## src/rtl/pipe_hazard_ctrl_pkg.sv

```systemverilog
// Shared constants and helpers for the pipeline hazard controller.
// Forwarding select encodings differ between the E-stage ALU path and the D-stage comparator path.
package pipe_hazard_ctrl_pkg;

    // E-stage ALU operand selects
    localparam logic [1:0] FWD_RF   = 2'd0;
    localparam logic [1:0] FWD_W    = 2'd1;
    localparam logic [1:0] FWD_M    = 2'd2;
    // D-stage comparator operand selects
    localparam logic [1:0] FWD_D_M  = 2'd1;
    localparam logic [1:0] FWD_D_W  = 2'd2;

    localparam int unsigned MULT_LAT_DEF = 5;
    localparam int unsigned DIV_LAT_DEF  = 10;

    typedef enum logic {MD_IDLE, MD_BUSY} mdState_t;

    // Register 0 is hardwired, so it never takes part in a dependency.
    function automatic logic regMatch(input logic [4:0] a, input logic [4:0] b);
        return (a != 5'd0) && (a == b);
    endfunction

endpackage

```

## src/rtl/pipe_hazard_ctrl_md.sv

```systemverilog
// Busy counter for the multi-cycle mult/div unit; a start is only accepted while idle.
module md_busy_counter
    import pipe_hazard_ctrl_pkg::*;
#(
    parameter int unsigned MULT_LAT = MULT_LAT_DEF,
    parameter int unsigned DIV_LAT  = DIV_LAT_DEF
) (
    input  logic clk,
    input  logic reset,
    input  logic start,
    input  logic isDiv,
    output logic mdBusy
);

    localparam int unsigned CW = $clog2(DIV_LAT + 1);

    mdState_t        state;
    logic [CW-1:0]   cnt;
    logic [CW-1:0]   startLat;

    assign startLat = isDiv ? CW'(DIV_LAT) : CW'(MULT_LAT);

    always_ff @(posedge clk) begin
        if (reset) begin
            state  <= MD_IDLE;
            cnt    <= '0;
            mdBusy <= 1'b0;
        end else begin
            case (state)
                MD_IDLE: begin
                    if (start) begin
                        cnt    <= startLat;
                        state  <= (startLat != '0) ? MD_BUSY : MD_IDLE;
                        mdBusy <= (startLat != '0);
                    end
                end
                MD_BUSY: begin
                    // Starts arriving while busy are dropped, never reloaded.
                    cnt <= cnt - 1'b1;
                    if (cnt == CW'(1)) begin
                        state  <= MD_IDLE;
                        mdBusy <= 1'b0;
                    end
                end
                default: begin
                    state  <= MD_IDLE;
                    cnt    <= '0;
                    mdBusy <= 1'b0;
                end
            endcase
        end
    end

endmodule

```

## src/rtl/pipe_hazard_ctrl.sv

```systemverilog
// Stall/flush/forwarding control for the 5-stage pipeline plus mult/div busy tracking.
// Define HAZ_STATS_EN to add the 32-bit stallCount output.
module pipe_hazard_ctrl
    import pipe_hazard_ctrl_pkg::*;
#(
    parameter int unsigned MULT_LAT = MULT_LAT_DEF,
    parameter int unsigned DIV_LAT  = DIV_LAT_DEF
) (
    input  logic       clk,
    input  logic       reset,
    input  logic [4:0] rsD,
    input  logic [4:0] rtD,
    input  logic       useRsD,
    input  logic       useRtD,
    input  logic       branchD,
    input  logic       mdUseD,
    input  logic [4:0] rsE,
    input  logic [4:0] rtE,
    input  logic [4:0] WriteRegE,
    input  logic [4:0] WriteRegM,
    input  logic [4:0] WriteRegW,
    input  logic       RegWriteE,
    input  logic       RegWriteM,
    input  logic       RegWriteW,
    input  logic       MemtoRegE,
    input  logic       MemtoRegM,
    input  logic       mdStartE,
    input  logic       mdDivE,
    output logic       stallF,
    output logic       stallD,
    output logic       flushE,
    output logic [1:0] ForwardAD,
    output logic [1:0] ForwardBD,
    output logic [1:0] ForwardAE,
    output logic [1:0] ForwardBE,
    output logic       mdBusy
`ifdef HAZ_STATS_EN
    ,
    output logic [31:0] stallCount
`endif
);

    logic mdBusyQ;
    logic loadUse, branchStall, mdStall, stall;

    md_busy_counter #(.MULT_LAT(MULT_LAT), .DIV_LAT(DIV_LAT)) u_md (
        .clk    (clk),
        .reset  (reset),
        .start  (mdStartE),
        .isDiv  (mdDivE),
        .mdBusy (mdBusyQ)
    );

    always_comb begin
        loadUse     = ((useRsD && regMatch(rsD, WriteRegE)) ||
                       (useRtD && regMatch(rtD, WriteRegE))) && MemtoRegE && RegWriteE;
        branchStall = branchD &&
                      (((regMatch(rsD, WriteRegE) || regMatch(rtD, WriteRegE)) && RegWriteE) ||
                       ((regMatch(rsD, WriteRegM) || regMatch(rtD, WriteRegM)) && MemtoRegM));
        mdStall     = mdUseD && (mdBusyQ || mdStartE);
        stall       = !reset && (loadUse || branchStall || mdStall);
    end

    assign stallF = stall;
    assign stallD = stall;
    assign flushE = stall;
    assign mdBusy = mdBusyQ && !reset;

    always_comb begin
        ForwardAE = FWD_RF;
        ForwardBE = FWD_RF;
        ForwardAD = FWD_RF;
        ForwardBD = FWD_RF;
        if (!reset) begin
            if (regMatch(rsE, WriteRegM) && RegWriteM)      ForwardAE = FWD_M;
            else if (regMatch(rsE, WriteRegW) && RegWriteW) ForwardAE = FWD_W;
            if (regMatch(rtE, WriteRegM) && RegWriteM)      ForwardBE = FWD_M;
            else if (regMatch(rtE, WriteRegW) && RegWriteW) ForwardBE = FWD_W;
            // A load in M has no data yet, so the comparator cannot take it from M.
            if (regMatch(rsD, WriteRegM) && RegWriteM && !MemtoRegM) ForwardAD = FWD_D_M;
            else if (regMatch(rsD, WriteRegW) && RegWriteW)         ForwardAD = FWD_D_W;
            if (regMatch(rtD, WriteRegM) && RegWriteM && !MemtoRegM) ForwardBD = FWD_D_M;
            else if (regMatch(rtD, WriteRegW) && RegWriteW)         ForwardBD = FWD_D_W;
        end
    end

`ifdef HAZ_STATS_EN
    always_ff @(posedge clk) begin
        if (reset)      stallCount <= '0;
        else if (stall) stallCount <= stallCount + 32'd1;
    end
`endif

endmodule

```

## config.mk

```make
export PLATFORM = sky130hd
export DESIGN_NAME = pipe_hazard_ctrl
export DESIGN_NICKNAME = d
export VERILOG_FILES = /design/src/rtl/pipe_hazard_ctrl_pkg.sv /design/src/rtl/pipe_hazard_ctrl_md.sv /design/src/rtl/pipe_hazard_ctrl.sv
export SDC_FILE = /design/constraint.sdc
export NUM_CORES = 1
export LEC_CHECK = 0
export ABC_AREA = 1
export CAP_MARGIN = 25
export CORE_MARGIN = 2
export CORE_UTILIZATION = 37
export CTS_BUF_LIST = sky130_fd_sc_hd__clkbuf_4 sky130_fd_sc_hd__clkbuf_8 sky130_fd_sc_hd__clkbuf_16
export CTS_CLUSTER_DIAMETER = 150
export DETAILED_ROUTE_END_ITERATION = 8
export GPL_ROUTABILITY_DRIVEN = 0
export MAX_ROUTING_LAYER = met4
export PLACE_DENSITY = 0.77
export SETUP_SLACK_MARGIN = 0.02
export SYNTH_ARGS = -nofsm -noshare
export SYNTH_HDL_FRONTEND = slang
export SYNTH_SLANG_ARGS = --single-unit
```

## constraint.sdc

```tcl
create_clock -name clk -period 1.13 [get_ports clk]
set_input_delay 0.113 -clock clk [delete_from_list [all_inputs] [get_ports clk]]
set_output_delay 0.113 -clock clk [all_outputs]
set_load 0.01 [all_outputs]
```

# Word-level counts from Yosys, hierarchy flattened
# Index checks and enable logic that the tools add are counted.
# classes
add_sub_neg,1
multipliers,0
div,0
n_lt_le_gt_ge,0
eq_ne,13
shift,0
n_mux,22
bitwise,1
n_reduce_logical,45
# ops
operator,count
$eq 5x5->1,10
$logic_and 1x1->1,30
$mux 2,10
$reduce_bool 5->1,4
$mux 4,2
$pmux 4 s2,1
$logic_or 1x1->1,7
$mux 1,7
$eq 4x1->1 const B,1
$ne 2x2->1 const B,2
$pmux 1 s2,2
$reduce_bool 4->1,1
$sub 4x1->4 const B,1
$logic_not 1->1,2
$reduce_and 2->1,1
$not 1->1,1
# totals
ff_bits,6
latch_bits,0
ramBits,0
rom_bits,0
inputBits,48
out_inout_bits,12
word_cells,85
mem_count,0

# Longest topological paths before layout
# Gate-level depths: netlist of the first run.
# depth
word_depth,9
depth_mapped,12
ltp_nobuf,11

# By module
# From an unflattened synthesis of the first run, not the netlist that was laid out.
# hier_totals
hier_cells,222
area_unflattened_um2,1227.4
# by_module_without_submodules
module,instances,cells_each,area_per_inst_um2,seq_area_each_um2
pipe_hazard_ctrl,1,175,912.1,0.0
md_busy_counter,1,47,315.3,120.1

# Worst setup path after synthesis of the first run
# No wires, ideal clock.
# synth_timing
path_kind,input-to-output
from,input port WriteRegM[1]
to,output port stallD
arrival_ps,1148
required_ps,1017
slack_ps,-131
path_stages,11
path_buffers,2
cell_sequence,buf_6 > xnor2_1 > nand2_1 > nor2_1 > nand2_2 > nand2_1 > nand2_1 > nand2_1 > nand2_1 > a21oi_2 > buf_4
# synth_via
elab_chain_cells,9
elab_cells_between_ends,11
cone_classes,eq/ne: 2; reduce/logical: 9
# synth_lines
element,line_no,text
"start, declared",pipe_hazard_ctrl.sv:20,"input logic [4:0] WriteRegM,"
$eq 5x5->1,pipe_hazard_ctrl_pkg.sv:20,return (a != 5'd0) && (a == b);
$logic_and 1x1->1,pipe_hazard_ctrl_pkg.sv:20,
$logic_or 1x1->1 (*),pipe_hazard_ctrl.sv:59,"((regMatch(rsD, WriteRegM) || regMatch(rtD, WriteRegM)) && MemtoRegM));"
$logic_and 1x1->1 (*),pipe_hazard_ctrl.sv:59,
$logic_or 1x1->1 (*),pipe_hazard_ctrl.sv:58,"(((regMatch(rsD, WriteRegE) || regMatch(rtD, WriteRegE)) && RegWriteE) ||"
$logic_and 1x1->1 (*),pipe_hazard_ctrl.sv:57,branchStall = branchD &&
$logic_or 1x1->1 (*) (2 in series),pipe_hazard_ctrl.sv:61,stall = !reset && (loadUse || branchStall || mdStall);
$logic_and 1x1->1 (*),pipe_hazard_ctrl.sv:61,
"end, declared",pipe_hazard_ctrl.sv:30,"output logic stallD,"
# Every way passes the cells marked *; elsewhere a longest branch is shown, timed or not.

# Worst setup path in the final report of the first run
# layout_timing
from,input port rtD[2]
to,output port stallD
# layout_via
elab_chain_cells,9
elab_cells_between_ends,18
cone_classes,eq/ne: 2; reduce/logical: 16
# layout_lines
element,line_no,text
"start, declared",pipe_hazard_ctrl.sv:12,"input logic [4:0] rtD,"
$eq 5x5->1 or $reduce_bool 5->1 (tied branches),pipe_hazard_ctrl_pkg.sv:20,
$logic_and 1x1->1,pipe_hazard_ctrl_pkg.sv:20,
$logic_and 1x1->1 (tied with other cells),pipe_hazard_ctrl.sv:56,"(useRtD && regMatch(rtD, WriteRegE))) && MemtoRegE && RegWriteE;"
$logic_or 1x1->1 (tied with other cells),pipe_hazard_ctrl.sv:55,"loadUse = ((useRsD && regMatch(rsD, WriteRegE)) ||"
$logic_and 1x1->1 or $logic_or 1x1->1 (tied branches),"pipe_hazard_ctrl.sv:56, pipe_hazard_ctrl.sv:58",
"$logic_and 1x1->1, on equally long branches","pipe_hazard_ctrl.sv:56, pipe_hazard_ctrl.sv:57",
$logic_or 1x1->1 (*) (2 in series),pipe_hazard_ctrl.sv:61,
$logic_and 1x1->1 (*),pipe_hazard_ctrl.sv:61,
# Marks and branches as above.

==> results of run 1 <==
## worst max-delay path, cell delays in order
cell,delay [ns]
buf_4,0.12
inv_2,0.05
nand3b_1,0.13
nor2_4,0.06
nor2_2,0.13
nand2_2,0.07
nand2_1,0.07
nand2_1,0.05
nand2_1,0.06
nand2_1,0.06
a21oi_2,0.15
buf_2,0.16
## logic make-up after synthesis
| group | synth area share [%] |
|---|---|
| AOI/OAI and AO/OA | 15.95 |
| buffers and inverters | 14.40 |
| DFF | 9.877 |
| and+or+nand+nor | 38.27 |
| xor gates and xnor gates | 19.44 |
| adders and majority gates | 2.057 |
## power breakdown
| part | switching, W | total (W) | internal [W] |
|---|---|---|---|
| combinational | 0.000421 | 0.000847 | 0.000427 |
| clock | 0.0000816 | 0.000202 | 0.000120 |
| sequential | 0.0000176 | 0.000253 | 0.000235 |
| total | 0.000520 | 0.00130 | 0.000782 |
## state kept, by name (all words and copies together), names as in the netlist
| register | cells |
|---|---|
| u_md.mdBusy | 1 |
| u_md.state | 1 |
| u_md.cnt | 4 |
## worst min path at each step
stage / startpoint / endpoint / slack (ns) / cells past startpoint
CTS: reset / u_md.cnt[3] / 0.22 / 3
global placement: u_md.cnt[1] / u_md.cnt[1] / 0.45 / 2
floorplan: mdStartE / u_md.state / 0.28 / 2
finish: reset / u_md.cnt[1] / 0.25 / 3
detailed placement: u_md.cnt[1] / u_md.cnt[1] / 0.45 / 2
global route: reset / u_md.cnt[3] / 0.26 / 3
## cell usage in the layout (no fill, tap or decap), types with 4 or more instances in the layout
master	instances
nand2_2	7
nor2_1	14
inv_1	16
clkbuf_2	6
a21oi_1	8
xor2_1	11
o22ai_1	4
inv_2	14
o21ai_0	4
clkbuf_4	4
nor2_2	6
nand2_1	45
nand3_1	6
buf_2	24
buf_8	8
dfxtp_1	5
xnor2_2	6
clkdlybuf4s50_1	8
nand3_2	4
buf_4	33
buf_6	15
xnor2_1	6
## timing repair
| action | in CTS | in global routing |
|---|---|---|
| endpoints found under the hold margin | 0 | 0 |
| resized for setup | 258 | 51 |
| pin swaps | 52 | 40 |
| endpoints found under the setup margin | 12 | 17 |
| buffers inserted | 6 | 2 |
## stage by stage
step / cells / power [W]
after floorplan: 210 / 0.0005847
after global placement: 342 / 0.0009485
after detailed placement: 342 / 0.0009592
after CTS: 349 / 0.001207
after global routing: 351 / 0.001387
final: 351 / 0.001302
## layer usage
metal	global-route usage, %	vias to the layer above	wire, µm
li1	-	871	-
met2	48.48	55	2684
met5	-	-	0
met4	6.079	0	82
met3	3.151	8	174
met1	29.95	818	1932
## cell type report
cell class,count,area (µm²)
Tap cell,44,55.05
Multi-Input combinational cell,164,1190
Inverter,34,140.1
Timing Repair Buffer,100,825.8
Sequential cell,6,123.9
Clock buffer,3,22.52
Fill cell,226,720.7
==> results.ini, run 1 <==
[run_status]
outcome=finished, violations left
violations=negative setup slack

[critical_path]
startpoint_type=input pin
crit_type=in -> out
crit-reg2reg-capture=u_md.cnt[2]
crit_fanout=4
cp.arrival_ns=1.24
cp-end-kind=output pin
ff2ff_setup_slack_ns=0.07
reg2reg_depth=5
rr_startpoint=u_md.cnt[0]
critical_path.startpoint=rtD[2]
required_ns=1.02
endpoint=stallD

[clocking]
clock-root-buffer=clkbuf_4
htree_levels=1
cts_buffers=3
holdBufCountCts=0
cts_tree=built
clk_path_buf_depth=2
cts_sinks=6
clkTransAtPathRegs_ns=0.05
insertion_delay_ns=0.25

[grt]
grt-ovfl-total=0
grt_pass1_wl_um=7258
grt_max_degree=9
grt.total_usage_pct=26.21
first_global_vias=1688
antenna_found_initial=0

[yosys]
synthTopCellsByArea=nand2_1 (16%), xor2_1 (10%), dfxtp_1 (9.9%)
post-synth-top-count-cell=nand2_1
synth_edf_count=0
async_flop_share_pct=0
ys_ff_latch=6
syn_inst=210
synth_warnings=0
ys.flop_type=dfxtp_1
synthDistinctLibCells=30
yosysTopAreaCell=nand2_1
ys_seq_area_share_pct=9.877
syn_area_um2=1216
netlist_top_cells_count=nand2_1 (52), inv_1 (26), nor2_1 (20)
yosysTopAreaCellShare_pct=16.05
avgSynthCellArea_um2=5.791
syn_nets=260

[pwr]
p_per_area_nw_per_um2=552.5
vdd_drop_max_uv=290.1
power.leakage_nw=1.168

[floorplanning]
die_area_um2=3761
die_w_um=61.33
start_util_pct=39.51
rows=20
core_um2=3078
die_h_um=61.33
io-pin-count=60

[placement]
dp_slack_ns=-1.092
numPortBuffers=59
dp_hpwl_um=3283
dpl-instance-area_um2=2100

[layout]
stdcell_area_um2=2357
drive_above_1_share_pct=53.09
syn2layout_area_growth_pct=93.83
fin_nets=359
diodes=0
postLayoutCoreUtil_pct=76.59

[routing]
wire_per_inst_um=13.89
drt_iter0_drc=96
postRouteAntennaNets=0
vias=1752
drtPass1Iterations=4
viasPerCell=4.991
drc=0
routed_wl_um=4874

[sta]
fmax_mhz=737.3
hold_viol=0
slew_viol_final=0
setup_viol=11
fin_ws_ns=-0.2263
max_slew.worst_pin.slew_ns=0.2541
period_needed_ns=1.356
fin_setup_tns_ns=-1.379
maxSlewHeadroom_pct=82.91
rsz0062_at_grt=true
clock_skew_ns=0.0001287
fin_crit_sh_pct=120.0
finalHoldWorstSlack_ns=0.2524

[run]
maxCapViolations=0

[hold_path]
hp-class=in -> reg

Power figures use the tool's default switching activity.
==> run 2: changes to the inputs <==
- REMOVE_ABC_BUFFERS: unset -> 1
- clock period: 1.13 -> 1.2 ns (I/O delays scaled with it)
==> results.ini, run 2 (synthesis gave the netlist of run 1 again) <==
[grt]
grt_pass1_wl_um=7707  ; +6.2%
grt-ovfl-total=0  ; unchanged
first_global_vias=1781  ; +5.5%
grt.total_usage_pct=27.74  ; +1.5 points
grt_max_degree=9  ; unchanged
antenna_found_initial=0  ; unchanged

[layout]
drive_above_1_share_pct=53.82  ; +0.73 points
final_cells=358  ; +2.0%
layout_common_cells=nand2_1 (46), buf_4 (35), buf_6 (28), buf_2 (23), nor2_1 (16)
mostFrequentLayoutCell=nand2_1
syn2layout_area_growth_pct=102.1
largest_register_ffs=4  ; unchanged
fin_nets=366  ; +1.9%
largest_registers=u_md.cnt: 4 flops, u_md.mdBusy: 1 flops, u_md.state: 1 flops
diodes=0  ; unchanged
regMostFlops=u_md.cnt

[sta]
period_needed_ns=1.385
fin_ws_ns=-0.1848  ; +0.04152 ns
fmax_mhz=722.1
max_slew.worst_pin.slew_ns=0.3623  ; +0.1082 ns
slew_viol_final=0  ; unchanged
clock_skew_ns=0.005532  ; +0.005403 ns
fin_crit_sh_pct=115.4
rsz0062_at_grt=true
maxSlewHeadroom_pct=75.85  ; -7.1 points
setup_viol=11  ; unchanged
finalHoldWorstSlack_ns=0.2289  ; -0.02352 ns
hold_viol=0  ; unchanged

[clocking]
clock-root-buffer=clkbuf_4
cts_sinks=6  ; unchanged
cts_tree=built
holdBufCountCts=0  ; unchanged
clkTransAtPathRegs_ns=0.05  ; about the same
htree_levels=1  ; unchanged
insertion_delay_ns=0.25  ; about the same
clk_path_buf_depth=2  ; unchanged
cts_buffers=3  ; unchanged

[critical_path]
cp.arrival_ns=1.26  ; +0.02 ns
crit_fanout=3  ; -1
cp-end-kind=output pin
reg2reg_depth=5  ; unchanged
crit_type=in -> out
required_ns=1.08  ; +0.06 ns
startpoint_type=input pin

[floorplanning]
start_util_pct=39.51  ; unchanged
die_area_um2=3761  ; unchanged
core_um2=3078  ; unchanged
rows=20  ; unchanged
die_h_um=61.33  ; unchanged
die_w_um=61.33  ; unchanged
io-pin-count=60  ; unchanged

[routing]
viasPerCell=5.282  ; +5.8%
drtPass1Iterations=4  ; unchanged
drc=0  ; unchanged
routed_wl_um=5512  ; +13%
wire_per_inst_um=15.40  ; +11%
drt_iter0_drc=91  ; -5.2%
postRouteAntennaNets=0  ; unchanged
vias=1891  ; +7.9%

[hold_path]
hold_depth=3  ; unchanged
hp-class=in -> reg

[run]
maxCapViolations=0  ; unchanged

[pwr]
vdd_drop_max_uv=333.8  ; +15%
power.leakage_nw=1.213  ; +3.9%
p_per_area_nw_per_um2=520.7  ; -5.7%
power_w=0.001280  ; -1.7%

[placement]
placed_cells=342  ; unchanged
dp_hpwl_um=3490  ; +6.3%
numPortBuffers=59  ; unchanged
dp_slack_ns=-1.020  ; +0.07131 ns

[run_status]
violations=negative setup slack
outcome=finished, violations left

-- run 2: layout make-up --
cell class,count,area (µm²)
Clock buffer,3,22.52
Fill cell,218,620.6
Inverter,34,152.6
Multi-Input combinational cell,164,1187
Sequential cell,6,121.4
Tap cell,44,55.05
Timing Repair Buffer,107,918.4
-- run 2: stage by stage --
| step | TNS (ns) | util (%) | cell area [µm²] |
|---|---|---|---|
| 2_1_floorplan | 0 | - | 1169 |
| 3_3_place_gp | -10.70 | 67.48 | 2077 |
| 3_5_place_dp | -10.83 | 67.48 | 2077 |
| 4_1_cts | -0.4617 | 72.24 | 2223 |
| 5_1_grt | -1.770 | 79.84 | 2457 |
| 6_report | -1.054 | 79.84 | 2457 |
-- run 2: worst max-delay path, cell delays in order --
cell and delay (ns):
buf_8 0.10, buf_6 0.13, xor2_4 0.16, nor2_2 0.13, nand2_2 0.08, nand2_2 0.06, nand2_1 0.04, nand2_1 0.07
nand2_1 0.06, a21oi_2 0.16, buf_2 0.15
-- run 2: what timing repair did --
| item | 4_1_cts | 5_1_grt |
|---|---|---|
| cloned | 0 | 0 |
| resized for setup | 269 | 59 |
| endpoints found under the setup margin | 12 | 12 |
| pin swaps | 56 | 34 |
| buffers inserted | 9 | 4 |
-- run 2: layer usage --
metal	vias to the layer above	track usage [%]	routed length, µm
met5	-	-	0
met4	0	8.511	299
met3	36	2.521	351
met2	104	51.37	2867
met1	865	31.23	1993
li1	886	-	-
-- run 2: final timing paths --
path                     from           to  slack [ns]
setup / recovery       rtD[4]       flushE       -0.18
hold / removal          reset  u_md.cnt[3]        0.23
setup reg to reg  u_md.cnt[1]  u_md.mdBusy        0.03
hold reg to reg   u_md.cnt[3]  u_md.cnt[3]        0.47
-- run 2: report_power, final --
group / leakage (nW) / total [W] / internal [W] / switching, W
Sequential: 0.0503 / 0.000238 / 0.000222 / 0.0000163
Combinational: 1.15 / 0.000847 / 0.000430 / 0.000418
Clock: 0.0138 / 0.000194 / 0.000114 / 0.0000806
==> run 3: changes to the inputs <==
- CORE_MARGIN: 2 -> 8
- PLACE_DENSITY: 0.77 -> 0.76
==> results.ini, run 3 (synthesis gave the netlist of run 1 again) <==
[grt]
antenna_found_initial=0  ; unchanged
grt_max_degree=9  ; unchanged
first_global_vias=1785  ; +0.22%
grt_pass1_wl_um=7962  ; +3.3%
grt-ovfl-total=0  ; unchanged
grt.total_usage_pct=18.65  ; -9.1 points

[sta]
setup_viol=10  ; -1
period_needed_ns=1.350  ; -0.03490 ns
maxSlewHeadroom_pct=82.50  ; +6.7 points
slew_viol_final=0  ; unchanged
hold_viol=0  ; unchanged
fmax_mhz=740.8  ; +2.6%
fin_ws_ns=-0.1499  ; +0.03490 ns
rsz0062_at_grt=true
max_slew.worst_pin.slew_ns=0.2603  ; -0.1020 ns
finalHoldWorstSlack_ns=0.2368  ; +0.007918 ns
clock_skew_ns=0.001757  ; -0.003775 ns
fin_crit_sh_pct=112.5  ; -2.9 points

[critical_path]
cp-end-kind=output pin
slowest_delay_ns=0.16  ; about the same
crit_slowest_cell=a21oi_2
crit_fanout=3  ; unchanged
cpMostUsedCell=nand2_1
startpoint_type=input pin
crit_chain=buf_8 > buf_6 > xor2_2 > nor2_2 > nand2_2 > nand2_1 > nand2_1 > nand2_1 > nand2_1 > a21oi_2 > buf_2
rr_startpoint=u_md.cnt[0]
cp.arrival_ns=1.23  ; -0.03 ns
critical_path.startpoint=rtD[4]
required_ns=1.08  ; about the same
crit_type=in -> out

[routing]
wl_met3_um=257  ; -27%
vias=1815  ; -4.0%
viasPerCell=5.042  ; -4.6%
postRouteAntennaNets=0  ; unchanged
top_layer=met4
wire_per_inst_um=15.14  ; -1.6%
routed_wl_um=5452  ; -1.1%
wl_met2_um=2955  ; +3.1%
drc=0  ; unchanged
drt_iter0_drc=86  ; -5.5%
drtPass1Iterations=4  ; unchanged
wl_met1_um=2114  ; +6.1%

[layout]
regMostFlops=u_md.cnt
diodes=0  ; unchanged
largest_register_ffs=4  ; unchanged
nFillCells=242  ; +11%
mostFrequentLayoutCell=nand2_1
syn2layout_area_growth_pct=101.9
fin_nets=366  ; unchanged
layout_common_cells=nand2_1 (48), buf_4 (35), buf_6 (23), buf_2 (22), inv_1 (18)
largest_registers=u_md.cnt: 4 flops, u_md.mdBusy: 1 flops, u_md.state: 1 flops
final_cells=360  ; +0.56%
drive_above_1_share_pct=53.82  ; unchanged

[placement]
dp_hpwl_um=3708  ; +6.2%
numPortBuffers=59  ; unchanged
placed_cells=345  ; +0.88%
dp_slack_ns=-1.066  ; -0.04532 ns

[floorplanning]
die_w_um=73.33  ; +20%
die_area_um2=5377  ; +43%
core_um2=3258  ; +5.9%
die_h_um=73.33  ; +20%
start_util_pct=37.33  ; -2.2 points
rows=21  ; +5.0%
io-pin-count=60  ; unchanged

[run_status]
violations=negative setup slack
outcome=finished, violations left

[pwr]
power.leakage_nw=1.224  ; +0.84%
vdd_drop_max_uv=209.9  ; -37%
p_per_area_nw_per_um2=513.6  ; -1.4%

[clocking]
cts_tree=built
holdBufCountCts=0  ; unchanged
htree_levels=1  ; unchanged
cts_buffers=3  ; unchanged
clk_path_buf_depth=2  ; unchanged
cts_sinks=6  ; unchanged
clock-root-buffer=clkbuf_4
clkTransAtPathRegs_ns=0.04  ; about the same
insertion_delay_ns=0.25  ; about the same

[run]
maxCapViolations=0  ; unchanged

[hold_path]
hp-start=reset
hp-class=in -> reg

run 3: worst max-delay path: cells and delay by family:
family	cells	cell delay [ns]
AO/OA/AOI/OAI	1	0.16
XOR/XNOR	1	0.14
buffers and inverters	3	0.39
AND/OR/NAND/NOR	6	0.41
run 3: layout make-up:
cell class | count | area (µm²) | area share (%)
Clock buffer | 3 | 22.52 | 0.9174
Inverter | 34 | 140.1 | 5.708
Multi-Input combinational cell | 164 | 1191 | 48.52
Sequential cell | 6 | 120.1 | 4.893
Tap cell | 46 | 57.56 | 2.345
Timing Repair Buffer | 107 | 923.4 | 37.61
run 3: path summary, 6_finish.rpt:
kind / end / slack [ns] / cells after the start
min reg2reg: u_md.cnt[3] / 0.46 / 2
max: stallF / -0.15 / 11
max reg2reg: u_md.cnt[2] / 0.15 / 5
min: u_md.cnt[3] / 0.24 / 3
run 3: metrics by stage:
| stage | area, µm² | TNS, ns | total power (W) | util (%) |
|---|---|---|---|---|
| after global placement | 2087 | -10.66 | 0.0008854 | 64.06 |
| after detailed placement | 2087 | -10.77 | 0.0008959 | 64.06 |
| after global routing | 2455 | -1.848 | 0.001339 | 75.35 |
| after CTS | 2288 | -0.5870 | 0.001164 | 70.24 |
| final | 2455 | -0.9822 | 0.001261 | 75.35 |
| after floorplan | 1169 | 0 | 0.0005152 | - |
run 3: routing by layer:
layer | global-route usage (%) | vias up
met5 | - | -
met2 | 33.47 | 52
met3 | 2.729 | 12
li1 | - | 890
met4 | 6.874 | 0
met1 | 20.27 | 861
run 3: what timing repair did:
action / 4_1_cts / 5_1_grt
setup buffers: 10 / 2
pin swaps: 57 / 29
setup endpoints to repair: 12 / 11
resized for setup: 266 / 52
run 3: power by group:
part / switching (W) / internal [W] / total (W) / leakage (nW)
Combinational: 0.000403 / 0.000428 / 0.000830 / 1.16
Clock: 0.0000817 / 0.000114 / 0.000195 / 0.0138
Sequential: 0.0000144 / 0.000221 / 0.000235 / 0.0500
Total: 0.000499 / 0.000762 / 0.00126 / 1.22
